`src/rtl/input_buffer_if.sv`:
```
// Bundles the AXI4-Stream slave side and the array-side FIFO port of input_buffer.
// The block uses the slave modport; the upstream source and array consumer use master.
interface input_buffer_if #(
    parameter int unsigned DEPTH = 4
);
    localparam int unsigned CW = $clog2(DEPTH) + 1;

    logic          s_axis_valid;
    logic          s_axis_ready;
    logic [31:0]   s_axis_data;
    logic          s_axis_last;

    logic          out_valid;
    logic          out_ready;
    logic [127:0]  out_data;
    logic          out_last;
    logic [CW-1:0] count;

    modport slave (
        input  s_axis_valid,
        input  s_axis_data,
        input  s_axis_last,
        input  out_ready,
        output s_axis_ready,
        output out_valid,
        output out_data,
        output out_last,
        output count
    );

    modport master (
        output s_axis_valid,
        output s_axis_data,
        output s_axis_last,
        output out_ready,
        input  s_axis_ready,
        input  out_valid,
        input  out_data,
        input  out_last,
        input  count
    );
endinterface

```
`src/rtl/input_buffer.sv`:
```
// Packs 32-bit AXI4-Stream beats into 128-bit words (short packets zero-padded)
// and queues them in a first-word-fall-through FIFO of DEPTH entries.
module input_buffer #(
    parameter int unsigned DEPTH = 4
) (
    input  logic          axi_clk,
    input  logic          axi_rst,
    input_buffer_if.slave bus
);
    localparam int unsigned AW      = $clog2(DEPTH);
    localparam int unsigned CW      = AW + 1;
    localparam int unsigned LANE_W  = 32;
    localparam int unsigned WORD_W  = 4 * LANE_W;
    localparam int unsigned ASM_W   = 3 * LANE_W;
    localparam int unsigned ENTRY_W = WORD_W + 1;

    logic [1:0]         r_lane;
    logic [ASM_W-1:0]   r_asm;
    logic [ENTRY_W-1:0] r_mem [DEPTH];
    logic [AW-1:0]      r_head;
    logic [AW-1:0]      r_tail;
    logic [CW-1:0]      r_count;

    logic               w_ready;
    logic               w_accept;
    logic               w_complete;
    logic               w_pop;
    logic [WORD_W-1:0]  w_word;
    logic [ASM_W-1:0]   w_asm_next;

    // Handshake decode; ready depends only on the stored word count.
    always_comb begin
        w_ready    = (r_count < CW'(DEPTH));
        w_accept   = bus.s_axis_valid & w_ready;
        w_complete = w_accept & ((r_lane == 2'd3) | bus.s_axis_last);
        w_pop      = (r_count != '0) & bus.out_ready;
    end

    // Lanes above r_lane are always zero in r_asm, which gives the padding for free.
    always_comb begin
        w_word     = {{LANE_W{1'b0}}, r_asm};
        w_asm_next = r_asm;
        case (r_lane)
            2'd0: begin
                w_word[31:0]     = bus.s_axis_data;
                w_asm_next[31:0] = bus.s_axis_data;
            end
            2'd1: begin
                w_word[63:32]     = bus.s_axis_data;
                w_asm_next[63:32] = bus.s_axis_data;
            end
            2'd2: begin
                w_word[95:64]     = bus.s_axis_data;
                w_asm_next[95:64] = bus.s_axis_data;
            end
            default: begin
                w_word[127:96] = bus.s_axis_data;
            end
        endcase
    end

    // Beat assembly: lane counter and partially filled word.
    always_ff @(posedge axi_clk) begin
        if (axi_rst) begin
            r_lane <= 2'd0;
            r_asm  <= '0;
        end else if (w_accept) begin
            if (w_complete) begin
                r_lane <= 2'd0;
                r_asm  <= '0;
            end else begin
                r_lane <= r_lane + 2'd1;
                r_asm  <= w_asm_next;
            end
        end
    end

    // FIFO storage and pointers; power-of-two DEPTH makes the pointers wrap naturally.
    always_ff @(posedge axi_clk) begin
        if (axi_rst) begin
            r_head  <= '0;
            r_tail  <= '0;
            r_count <= '0;
            for (int i = 0; i < int'(DEPTH); i++) begin
                r_mem[i] <= '0;
            end
        end else begin
            if (w_complete) begin
                r_mem[r_tail] <= {bus.s_axis_last, w_word};
                r_tail        <= r_tail + AW'(1);
            end
            if (w_pop) begin
                r_head <= r_head + AW'(1);
            end
            case ({w_complete, w_pop})
                2'b10:   r_count <= r_count + CW'(1);
                2'b01:   r_count <= r_count - CW'(1);
                default: r_count <= r_count;
            endcase
        end
    end

    assign bus.s_axis_ready = w_ready;
    assign bus.out_valid    = (r_count != '0);
    assign bus.out_data     = r_mem[r_head][WORD_W-1:0];
    assign bus.out_last     = r_mem[r_head][WORD_W];
    assign bus.count        = r_count;

endmodule

```
`src/flat_wrapper.sv`:
```
// flat-port wrapper written by rule: the top's interface ports become plain ports
module input_buffer_flat 
#(
    parameter int unsigned DEPTH = 4
)
  (axi_clk, axi_rst, bus_s_axis_valid, bus_s_axis_data, bus_s_axis_last, bus_out_ready, bus_s_axis_ready, bus_out_valid, bus_out_data, bus_out_last, bus_count);
  input_buffer_if #(.DEPTH(DEPTH)) bus_i ();
  input  logic axi_clk;
  input  logic axi_rst;
  input wire logic [$bits(bus_i.s_axis_valid)-1:0] bus_s_axis_valid;
  input wire logic [$bits(bus_i.s_axis_data)-1:0] bus_s_axis_data;
  input wire logic [$bits(bus_i.s_axis_last)-1:0] bus_s_axis_last;
  input wire logic [$bits(bus_i.out_ready)-1:0] bus_out_ready;
  output wire logic [$bits(bus_i.s_axis_ready)-1:0] bus_s_axis_ready;
  output wire logic [$bits(bus_i.out_valid)-1:0] bus_out_valid;
  output wire logic [$bits(bus_i.out_data)-1:0] bus_out_data;
  output wire logic [$bits(bus_i.out_last)-1:0] bus_out_last;
  output wire logic [$bits(bus_i.count)-1:0] bus_count;
  assign bus_i.s_axis_valid = bus_s_axis_valid;
  assign bus_i.s_axis_data = bus_s_axis_data;
  assign bus_i.s_axis_last = bus_s_axis_last;
  assign bus_i.out_ready = bus_out_ready;
  assign bus_s_axis_ready = bus_i.s_axis_ready;
  assign bus_out_valid = bus_i.out_valid;
  assign bus_out_data = bus_i.out_data;
  assign bus_out_last = bus_i.out_last;
  assign bus_count = bus_i.count;
  input_buffer #(.DEPTH(DEPTH)) u_core (.axi_clk(axi_clk), .axi_rst(axi_rst), .bus(bus_i));
endmodule
```
`config.mk`:
```
export PLATFORM = sky130hd
export DESIGN_NAME = input_buffer_flat
export DESIGN_NICKNAME = d
export VERILOG_FILES = /design/src/rtl/input_buffer_if.sv /design/src/rtl/input_buffer.sv /design/src/flat_wrapper.sv
export SDC_FILE = /design/constraint.sdc
export NUM_CORES = 1
export LEC_CHECK = 0
export ABC_CLOCK_PERIOD_IN_PS = 5000
export BUFFER_PORTS_ARGS = -buffer_cell sky130_fd_sc_hd__buf_2
export CAP_MARGIN = 10
export CORE_MARGIN = 2
export CORE_UTILIZATION = 35
export CTS_BUF_LIST = sky130_fd_sc_hd__clkbuf_2
export DETAILED_ROUTE_END_ITERATION = 12
export GPL_ROUTABILITY_DRIVEN = 0
export PLACE_DENSITY = 0.58
export SKIP_CTS_REPAIR_TIMING = 1
export SYNTH_ARGS = -nofsm -noshare
export SYNTH_HDL_FRONTEND = slang
export SYNTH_SLANG_ARGS = --single-unit
```
`constraint.sdc`:
```
create_clock -name axi_clk -period 5 [get_ports axi_clk]
set_clock_uncertainty 0.2 [all_clocks]
set_input_delay 0.75 -clock axi_clk [delete_from_list [all_inputs] [get_ports axi_clk]]
set_output_delay 0.75 -clock axi_clk [all_outputs]
set_load 0.1 [all_outputs]
```
==> impl_metrics.yaml <==
run_status:
  status: "complete, no violations"
place:
  dp.cells: 2822
  hpwl_um: 43550
  portBuffers: 170
  place_area_um2: 28050
worst_hold_path:
  hp-class: "input pin to flop"
timing:
  min_period_ns: 4.502
  tns_ns: 0
  finalCritPeriodShare: 0.9004
  slew_headroom: 0.2248
  worst_hold_slack_ns: 0.1794
  slew_viol_final: 0
  fmax_mhz: 222.1
  setup_viol: 0
  worst_pin_slew_ns: 1.163
  hold_viol_final: 0
  rsz0062_at_grt: "false"
routing:
  totalWireLength_um: 74340
  wl_per_cell_um: 23.42
  first_pass_iters: 5
  post_drt_via_cell_ratio: 5.122
  drc: 0
  drt.antenna.violating_nets: 0
  drtIter0Drc: 1431
  vias: 16256
synth:
  syn_inst: 1783
  synth.largest_area_cell: "edfxtp_1"
  post_synth_instance_area_um2: 26240
  synth_area_leaders: "edfxtp_1 59%, mux4_2 11%, dfxtp_1 8.2%"
  synth.top_cell.area_share: 0.5905
  ys_ff_latch: 623
  synth.yosys.seq_area_share: 0.6721
  syn_nets: 1826
  syn_avg_cell_area_um2: 14.72
  ys_types: 33
  yosysWarnings: 0
pwr:
  total_power_w: 0.01497
  ir_drop_v: 0.0002841
  powerDensity_nw_per_um2: 496.8
  p_leak_nw: 10.86
setup_path:
  path_cells: "buf_4 > mux4_2 > buf_2"
  critPathMaxFanout: 24
  critPathMaxStageDelay_ns: 0.73
  required_ns: 4.05
  critPathCaptureType: "output pin"
  start_kind: "flop"
  path_class: "flop to output pin"
  arrival_ns: 3.55
  slowest_stage: "dfxtp_4"
global_routing:
  grt_util_met2: 0.3037
  gr-total-overflow: 0
  grtUsageMet3: 0.04776
  first_global_vias: 16671
  track_usage: 0.1930
  globalRouteMet1Util: 0.2580
  grt_start_max_net_pins: 131
  antenna_found_initial: 8
  busiest_layer: "met2"
  grt_pass1_wl_um: 108900
floorplanning:
  fp.dieArea_um2: 77180
  initial_core_util: 0.3531
  pin_count: 171
  die_w_um: 277.8
  row_count: 100
  die_h_um: 277.8
  core_area_um2: 74320
clocking:
  clockBufferDepth: 3
  root_buffer: "clkbuf_2"
  cts_buffers: 167
  clkSinkCount: 623
  htree_levels: 4
  cts_tree: "done"
  clk_pin_slew_ns: 0.09
  clk_latency_ns: 1.36
run:
  cap_violations: 0
finish:
  drive_gt1_frac: 0.3300
  stdcell_count: 3174
  stdcell_area_um2: 30140
  fin_nets: 2103
  nFillCells: 6993
  area_delta_synth_final_pct: 14.85
-- state kept, by name, indices dropped and copies added (netlist names), named ones only --
register          flops
u_core.r_mem        516
u_core.r_asm         96
u_core.bus.count      3
u_core.r_head         2
u_core.r_lane         2
u_core.r_tail         2
-- cells in the mapped netlist --
library cell	count
xor2_1	3
nor2_1	498
mux4_2	129
or3_1	2
nor3b_1	2
nor2_2	90
buf_2	29
or4b_1	2
edfxtp_1	516
ha_1	5
nand3_1	1
nand2b_1	5
o21bai_1	1
clkbuf_1	64
nor4b_1	1
a21oi_1	4
nand2_1	34
o31a_1	1
a2bb2oi_1	96
mux2i_1	96
a22oi_1	1
and2_1	32
buf_1	13
or2_2	2
o21ai_0	3
dfxtp_1	107
inv_1	8
o311ai_0	1
a21o_1	1
fa_1	1
buf_6	32
xnor2_1	1
or4_1	2
-- routing by layer --
metal | part of all wire | routed length, µm
met1 | 0.42 | 31500
met5 | 0 | 0
met2 | 0.48 | 35380
met3 | 0.074 | 5485
met4 | 0.026 | 1965
-- through the flow --
| step | utilization | worst slack [ns] |
|---|---|---|
| finish | 0.4055 | 0.4978 |
| detailed placement | 0.3774 | 1.165 |
| floorplan | - | 0.1256 |
| global placement | 0.3774 | 1.158 |
| global route | 0.4055 | 0.2547 |
| CTS | 0.4002 | 0.2641 |
-- kinds of logic (layout without fill, tap and decap cells) --
| logic type | after synthesis | count (layout) | synth area share |
|---|---|---|---|
| muxes | 225 | 225 | 0.1473 |
| AOI/OAI and AO/OA | 108 | 108 | 0.03490 |
| other | 0 | 5 | 0 |
| and+or+nand+nor | 671 | 671 | 0.1098 |
| DFF | 623 | 623 | 0.6721 |
| xor gates and xnor gates | 4 | 4 | 0.001335 |
| adders and majority gates | 6 | 6 | 0.003147 |
| buffers and inverters | 146 | 563 | 0.03142 |
-- critical path, delay by kind of cell (launching register included) --
kind,cells,cell delay (ns)
buffers and inverters,2,0.79
multiplexers,1,0.69
flip-flops,1,0.73
-- final cells by class --
| class | count | area, µm² | share of cell area |
|---|---|---|---|
| repair buffers | 246 | 1694 | 0.05621 |
| well taps | 969 | 1212 | 0.04023 |
| flip-flops and latches | 623 | 17640 | 0.5855 |
| inverters | 8 | 30.03 | 0.0009964 |
| multi-input cells | 1014 | 7848 | 0.2604 |
| clock buffers | 266 | 1331 | 0.04417 |
| clock inverters | 43 | 365.4 | 0.01212 |
| diodes | 5 | 12.51 | 0.0004152 |
-- final timing paths --
path,startpoint,to,slack [ns],cells after the start
worst max-delay path,flop,bus_out_data[63],0.50,3
worst min-delay path,bus_s_axis_data[31],u_core.r_mem[3][127],0.18,3
worst max register to register,u_core.bus.count[2],u_core.bus.count[2],1.33,9
worst min register to register,u_core.r_asm[88],u_core.r_asm[88],0.29,2
-- where the power goes --
group / switching (W) / internal [W]
registers: 0.000166 / 0.00585
logic: 0.00390 / 0.00114
clock network: 0.00215 / 0.00176
-- layout by cell type, fill, tap and decap left out, types with 27 or more instances in the layout --
master	n
buf_2	169
and2_1	32
clkbuf_2	266
nor2_2	90
mux2i_1	96
nor2_1	498
nand2_1	34
a2bb2oi_1	96
dlygate4sd3_1	38
clkinv_1	27
edfxtp_1	516
dfxtp_1	105
mux4_2	129
(Power assumes the default switching activity.)
